$ cat src/rtl/cpu_types_pkg.sv
// Shared CPU datapath types and the EX/MEM controller state encoding.
package cpu_types_pkg;

    localparam int CPU_WORD_W = 32;
    localparam int CPU_REG_W  = 5;

    typedef logic [CPU_WORD_W-1:0] word_t;
    typedef logic [CPU_REG_W-1:0]  regbits_t;

    typedef enum logic {
        IDLE     = 1'b0,
        MEM_WAIT = 1'b1
    } exm_state_t;

endpackage

$ cat src/rtl/exmem_link_reg.sv
// LL/SC link register: remembers the address of the last completed LL and
// reports whether an SC address still matches a live link.
module exmem_link_reg #(
    parameter int WORD_W = 32
) (
    input  logic              clk,
    input  logic              rst,
    input  logic              i_ll_set,
    input  logic [WORD_W-1:0] i_ll_addr,
    input  logic              i_sc_commit,
    input  logic              i_snoop_valid,
    input  logic [WORD_W-1:0] i_snoop_addr,
    input  logic [WORD_W-1:0] i_cmp_addr,
    output logic              o_match
);

    logic              r_valid;
    logic [WORD_W-1:0] r_addr;

    // Link update; a snoop hitting the link address wins over a same-cycle LL.
    always_ff @(posedge clk) begin
        if (rst) begin
            r_valid <= 1'b0;
            r_addr  <= '0;
        end else if (i_ll_set) begin
            r_addr  <= i_ll_addr;
            r_valid <= !(i_snoop_valid && (i_snoop_addr == i_ll_addr));
        end else if ((i_snoop_valid && (i_snoop_addr == r_addr)) || i_sc_commit) begin
            r_valid <= 1'b0;
        end
    end

    assign o_match = r_valid && (r_addr == i_cmp_addr);

endmodule

$ cat src/rtl/exmem_latch.sv
// EX/MEM pipeline register with data-cache access controller and watchdog.
// Optional LL/SC support is enabled by defining EXMEM_LLSC_EN.
module exmem_latch
    import cpu_types_pkg::*;
#(
    parameter int WORD_W   = CPU_WORD_W,
    parameter int REG_W    = CPU_REG_W,
    parameter int MAX_WAIT = 255
) (
    input  logic              CLK,
    input  logic              RST,
    input  logic              en,
    input  logic              flush,
    input  logic [WORD_W-1:0] idex_alu_out,
    input  logic [WORD_W-1:0] idex_store,
    input  logic [REG_W-1:0]  idex_wsel,
    input  logic              idex_WEN,
    input  logic              idex_dREN,
    input  logic              idex_dWEN,
    input  logic              idex_atomic,
    input  logic              idex_halt,
    input  logic              dhit,
    input  logic [WORD_W-1:0] dload,
    input  logic              snoop_valid,
    input  logic [WORD_W-1:0] snoop_addr,
    output logic              exm_WEN,
    output logic [REG_W-1:0]  exm_wsel_out,
    output logic [WORD_W-1:0] exm_outport,
    output logic [WORD_W-1:0] exm_dload,
    output logic              exm_halt,
    output logic              dmemREN,
    output logic              dmemWEN,
    output logic [WORD_W-1:0] dmemaddr,
    output logic [WORD_W-1:0] dmemstore,
    output logic              exm_busy,
    output logic              exm_timeout
);

    localparam int CNT_W = $clog2(MAX_WAIT + 1);

    exm_state_t        r_state;
    logic              r_wen;
    logic [REG_W-1:0]  r_wsel;
    logic [WORD_W-1:0] r_alu;
    logic [WORD_W-1:0] r_store;
    logic [WORD_W-1:0] r_outport;
    logic [WORD_W-1:0] r_dload;
    logic              r_dren;
    logic              r_dwen;
    logic              r_halt;
    logic              r_atomic;
    logic [CNT_W-1:0]  r_cnt;
    logic              r_timeout;

    logic              w_busy;
    logic              w_capture;
    logic              w_done;
    logic              w_dwen_eff;
    logic              w_memop;
    logic [WORD_W-1:0] w_outport_next;

    assign w_done    = (r_state == MEM_WAIT) && dhit;
    assign w_busy    = (r_state == MEM_WAIT) && !dhit;
    assign w_capture = en && !w_busy;

`ifdef EXMEM_LLSC_EN
    logic w_is_sc;
    logic w_sc_ok;
    logic w_ll_set;
    logic w_sc_commit;

    assign w_is_sc        = idex_atomic && idex_dWEN;
    assign w_dwen_eff     = idex_dWEN && (!w_is_sc || w_sc_ok);
    assign w_outport_next = w_is_sc ? WORD_W'(w_sc_ok) : idex_alu_out;
    assign w_ll_set       = w_done && r_dren && r_atomic;
    assign w_sc_commit    = w_capture && !flush && w_is_sc && w_sc_ok;

    exmem_link_reg #(
        .WORD_W(WORD_W)
    ) u_link (
        .clk          (CLK),
        .rst          (RST),
        .i_ll_set     (w_ll_set),
        .i_ll_addr    (r_alu),
        .i_sc_commit  (w_sc_commit),
        .i_snoop_valid(snoop_valid),
        .i_snoop_addr (snoop_addr),
        .i_cmp_addr   (idex_alu_out),
        .o_match      (w_sc_ok)
    );
`else
    logic w_unused;

    assign w_dwen_eff     = idex_dWEN;
    assign w_outport_next = idex_alu_out;
    assign w_unused       = ^{idex_atomic, snoop_valid, snoop_addr, r_atomic};
`endif

    assign w_memop = idex_dREN || w_dwen_eff;

    // Pipeline latch and request FSM; a completing op and a new capture may share an edge.
    always_ff @(posedge CLK) begin
        if (RST) begin
            r_state   <= IDLE;
            r_wen     <= 1'b0;
            r_wsel    <= '0;
            r_alu     <= '0;
            r_store   <= '0;
            r_outport <= '0;
            r_dload   <= '0;
            r_dren    <= 1'b0;
            r_dwen    <= 1'b0;
            r_halt    <= 1'b0;
            r_atomic  <= 1'b0;
        end else begin
            if (w_capture) begin
                if (flush) begin
                    r_wen    <= 1'b0;
                    r_dren   <= 1'b0;
                    r_dwen   <= 1'b0;
                    r_halt   <= 1'b0;
                    r_atomic <= 1'b0;
                    r_state  <= IDLE;
                end else begin
                    r_wen     <= idex_WEN;
                    r_wsel    <= idex_wsel;
                    r_alu     <= idex_alu_out;
                    r_store   <= idex_store;
                    r_outport <= w_outport_next;
                    r_dren    <= idex_dREN;
                    r_dwen    <= w_dwen_eff;
                    r_halt    <= idex_halt;
                    r_atomic  <= idex_atomic;
                    r_state   <= w_memop ? MEM_WAIT : IDLE;
                end
            end else if (w_done) begin
                r_state <= IDLE;
            end
            if (w_done) begin
                r_dload <= dload;
            end
        end
    end

    // Watchdog: count un-hit wait cycles, saturate at MAX_WAIT, sticky flag until reset.
    always_ff @(posedge CLK) begin
        if (RST) begin
            r_cnt     <= '0;
            r_timeout <= 1'b0;
        end else if (w_busy) begin
            if (r_cnt != CNT_W'(MAX_WAIT)) begin
                r_cnt <= r_cnt + CNT_W'(1);
            end
            if (r_cnt >= CNT_W'(MAX_WAIT - 1)) begin
                r_timeout <= 1'b1;
            end
        end else begin
            r_cnt <= '0;
        end
    end

    assign exm_WEN      = r_wen;
    assign exm_wsel_out = r_wsel;
    assign exm_outport  = r_outport;
    assign exm_dload    = r_dload;
    assign exm_halt     = r_halt;
    assign dmemREN      = (r_state == MEM_WAIT) && r_dren;
    assign dmemWEN      = (r_state == MEM_WAIT) && r_dwen;
    assign dmemaddr     = r_alu;
    assign dmemstore    = r_store;
    assign exm_busy     = w_busy;
    assign exm_timeout  = r_timeout;

endmodule
$ cat config.mk
export PLATFORM = sky130hd
export DESIGN_NAME = exmem_latch
export DESIGN_NICKNAME = d
export VERILOG_FILES = /design/src/rtl/cpu_types_pkg.sv /design/src/rtl/exmem_link_reg.sv /design/src/rtl/exmem_latch.sv
export SDC_FILE = /design/constraint.sdc
export NUM_CORES = 1
export LEC_CHECK = 0
export CORE_ASPECT_RATIO = 1.25
export CORE_MARGIN = 2
export CORE_UTILIZATION = 38
export CTS_CLUSTER_SIZE = 16
export DETAILED_ROUTE_END_ITERATION = 6
export MAX_ROUTING_LAYER = met4
export PLACE_DENSITY = 0.8
export RECOVER_POWER = 100
export SKIP_LAST_GASP = 1
export SYNTH_ARGS = -nofsm -noshare
export SYNTH_HDL_FRONTEND = slang
export SYNTH_HIERARCHICAL = 1
export SYNTH_SLANG_ARGS = --single-unit
$ cat constraint.sdc
create_clock -name CLK -period 1.5 [get_ports CLK]
set_input_delay 0.225 -clock CLK [delete_from_list [all_inputs] [get_ports CLK]]
set_output_delay 0.225 -clock CLK [all_outputs]
set_load 0.01 [all_outputs]
**Yosys cells after proc, flatten, opt, wreduce, memory -nomap -nowiden**

Index checks and enable logic that the tools add are counted.
Widths: inputs -> output; s select.

- Bits in registers: 115

- Add/subtract/negate cells: 1
- $lt $le $gt $ge: 1
- Eq/ne operators: 1
- Muxes and demuxes: 8
- Bitwise gates (word level): 2
- Reduce and logical (&&, ||, !) cells: 12

Operators with widths:

| kind | count |
|---|---|
| $add 8x1->8 const B | 1 |
| $ge 8x8->1 const B | 1 |
| $mux 1 | 8 |
| $ne 8x8->1 const B | 1 |
| $logic_and 1x1->1 | 5 |
| $reduce_and 2->1 | 2 |
| $logic_not 1->1 | 2 |
| $not 1->1 | 2 |
| $reduce_bool 2->1 | 1 |
| $reduce_or 2->1 | 1 |
| $logic_or 1x1->1 | 1 |

**Longest topological paths before layout**

- Depth in word-level cells: 5
- Gate-level depth with buffers: 6
- Mapped depth without buffers: 4

**Worst setup path before layout**

Ideal clock, no wire load.

- Kind: flip-flop to flip-flop
- From: register r_cnt[1]
- To: register r_cnt[1]
- Data arrival time: 1218 ps
- Required time: 1405 ps
- Setup slack: 187 ps
- Cell stages (with the launch flop): 5
- Buffers on the path: 0
- Clock period less this slack: 1313 ps
- Path through: dfxtp_1 > ha_1 > and4_1 > nand2_1 > a221oi_1

- Longest elaborated chain between the ends: 1
- Elaborated cells between the ends (all ways): 2
- Classes of those cells: add/sub (1); eq/ne (1)

RTL lines:

| element | RTL line | RTL |
|---|---|---|
| from (decl) | exmem_latch.sv:52 | `logic [CNT_W-1:0] r_cnt;` |
| from (signal assigned) | exmem_latch.sv:152 | `r_cnt <= r_cnt + CNT_W'(1);` |
| $add 8x1->8 or $ne 8x8->1 (tied branches) | exmem_latch.sv:152, exmem_latch.sv:151 |  |

Several ways; a longest one is shown, not always the timed one.
A chain may end at the register's enable or synchronous reset.

**Final worst setup path**

- From: input dhit
- To: output exm_busy

- Longest elaborated chain between the ends: 2

RTL lines:

| element | RTL line | RTL |
|---|---|---|
| from (decl) | exmem_latch.sv:22 | `input logic dhit,` |
| $logic_not 1->1 | exmem_latch.sv:63 | `assign w_busy = (r_state == MEM_WAIT) && !dhit;` |
| $logic_and 1x1->1 | exmem_latch.sv:63 |  |
| to (decl) | exmem_latch.sv:35 | `output logic exm_busy,` |

Every way passes these cells.

==> run_results.csv <==
group,metric,value,unit
floorplanning,dieWidth,106,µm
setup_path,arrival,1.20,ns
route,wl,16500,µm
logic_synthesis,synth-seq-area-share,46.7,%
setup_path,crit_end,"exm_busy",
logic_synthesis,synth-main-ff-cell,"dfxtp_1",
timing,hold_viol,0,
layout,final_cell_mix,"dlygate4sd2_1 (127), dfxtp_1 (113), a21oi_1 (110)",
cts,clkSlewWorstSetupHoldPaths,0.05,ns
timing,maxSlewViolCount,0,
logic_synthesis,synth_warnings,6,
cts,clock-root-buffer,"clkbuf_16",
logic_synthesis,ys_types,30,
logic_synthesis,netlist_top_cells_area,"dfxtp_1 (47%), a21oi_1 (11%), o31ai_1 (11%)",
logic_synthesis,ys_ff_latch,115,
floorplanning,dieArea,13900,µm²
route,wl_per_cell,17.3,µm
logic_synthesis,synth_top_area_share,46.7,%
layout,n_fill_cell,1145,
route,first_iter_violations,279,
timing,finalSetupViolCount,0,
placed_design,gp_congestion,0.820,
logic_synthesis,syn_area,4930,µm²
timing,fmax,702,MHz
timing,max_slew_margin,59.8,%
floorplanning,core,12700,µm²
logic_synthesis,synthArstFlopShare,0,%
cts,htreeDepth,4,
logic_synthesis,syn_area_per_cell,8.47,µm²
hold_path,hold_path.class,"primary input to register",
setup_path,r2r-end,"r_cnt[1]",
setup_path,start_kind,"primary input",
cts,cts_tree,"yes",
floorplanning,io_pins,283,
timing,period_needed,1.42,ns
placed_design,pre_cts_ws,-0.339,ns
global_routing,grt_usage,23.2,%
floorplanning,die_h,131,µm
setup_path,worstRegToRegCells,4,
timing,finClkSkew,0.00505,ns
timing,whs,0.244,ns
timing,setup_ws,0.0757,ns
placed_design,port_buffers,248,
floorplanning,start_util,38.9,%
timing,period_share,95.0,%
global_routing,grt.overflow.total,0,
logic_synthesis,syn_inst,582,
global_routing,grt_start_max_net_pins,63,
pwr,leakage,0.00327,µW
route,drc,0,
setup_path,critPathRequiredTime,1.27,ns
setup_path,path_class,"primary input to output port",
setup_path,cp_max_fo,3,
pwr,ir_drop,0.691,mV
layout,drive_gt1_share,7.91,%
cts,clk_latency,0.40,ns
cts,cts_hold_buffers,0,
cts,cts_buffers,17,
layout,nets,919,
pwr,pwr_density_cell,1030,nW/µm²
cts,clk_path_buf_depth,2,
global_routing,grt_pass1_vias,5331,
setup_path,r2r-start,"r_cnt[0]",
flow_run,cap_violations,0,
layout,area_growth,55.9,%
cts,postCtsSetupRepairBufs,0,
layout,final_common_cell,"dlygate4sd2_1",
outcome,status,"completed",
global_routing,grt_first_pass_wirelength,25600,µm
setup_path,r2r_setup_slack,0.10,ns
logic_synthesis,yosys.area.top_type,"dfxtp_1",
timing,worst_pin_slew,0.603,ns
layout,diodes,0,
placed_design,hpwl,11300,µm
route,vias,5339,
cts,clock-sinks,115,
setup_path,crit_path_start,"dhit",
route,first_pass_iters,5,
setup_path,endpoint_kind,"output port",
route,postRouteAntennaNets,0,
logic_synthesis,synth_edf_count,0,
global_routing,antenna_found_initial,0,
floorplanning,row_count,46,
route,vias_per_cell,5.61,
logic_synthesis,synth_nets,728,
==> cell usage after synthesis, drive strengths merged, types with 2 or more instances <==
library cell	number
nand3	5
nand2b	2
clkbuf	33
ha	2
a211oi	3
nand4	74
dfxtp	115
o21ai	6
nand2	69
o31ai	69
and2	3
nor2	3
a21oi	110
inv	7
and3	2
buf	66
nor3	4
o2111ai	2
==> power breakdown <==
group	internal, µW	switching (µW)	leakage (µW)	total [µW]
combinational	503	458	0.00207	961
clock	2400	1340	0.000267	3740
sequential	3160	63.5	0.000936	3230
==> cell type report <==
| class | instances | area [µm²] | share of cell area [%] |
|---|---|---|---|
| Clock buffer | 18 | 429 | 5.59 |
| Clock inverter | 12 | 118 | 1.53 |
| Inverter | 7 | 26.3 | 0.342 |
| Multi-Input combinational cell | 361 | 2040 | 26.6 |
| Sequential cell | 115 | 2300 | 30.0 |
| Tap cell | 168 | 210 | 2.74 |
| Timing Repair Buffer | 271 | 2550 | 33.2 |
==> critical path, stage by stage <==
cell and delay [ns]:
clkdlybuf4s50_1 0.43, nand2b_2 0.21, inv_2 0.08, clkdlybuf4s15_1 0.25
==> cells by family after synthesis <==
kind of cell             after synthesis  synth area share, %
AO/OA/AOI/OAI                        193                 23.6
AND/OR/NAND/NOR                      165                 17.2
flip-flops                           115                 46.7
buffers and inverters                106                 11.8
adder cells (fa/ha/maj)                2                0.508
XOR/XNOR                               1                0.178
==> registers in the layout (all words and copies together), names as in the netlist <==
signal and cells:
exm_wsel_out 5, exm_dload 32, r_dwen 1, exm_outport 32, r_state 1, exm_timeout 1, r_dren 1, exm_WEN 1
exm_halt 1, dmemstore 32, r_cnt 8
==> routing by layer <==
metal / up-vias / global-route usage [%] / routed length (µm)
li1: 2487 / - / -
met1: 2555 / 24.2 / 6170
met2: 267 / 41.2 / 8680
met3: 30 / 5.85 / 1200
met4: 0 / 9.65 / 404
met5: - / - / 0
==> worst min-delay path by stage <==
stage / start / to / slack, ns / cells past startpoint
after CTS: RST / exm_timeout / 0.30 / 3
final: RST / r_cnt[0] / 0.24 / 3
after floorplan: dload[0] / exm_dload[0] / 0.36 / 2
after global placement: exm_timeout / exm_timeout / 0.44 / 2
after global routing: RST / r_cnt[7] / 0.24 / 3
after detailed placement: exm_timeout / exm_timeout / 0.44 / 2
==> through the flow <==
stage          TNS [ns]  cell area [µm²]  utilization (%)  power, µW  cells
4_1_cts          -0.228             7720             61.0       7980    952
5_1_grt        -0.00253             7680             60.7       8200    952
2_1_floorplan         0             4930                -       3720    582
6_report              0             7680             60.7       7930    952
3_5_place_dp     -12.59             7340             57.9       4340    922
3_3_place_gp      -8.67             7340             57.9       4320    922
==> repair_timing <==
item	CTS	global route
gates resized for setup	129	14
endpoints found under the setup margin	130	14
gates cloned	0	0
Power figures use the tool's default switching activity.
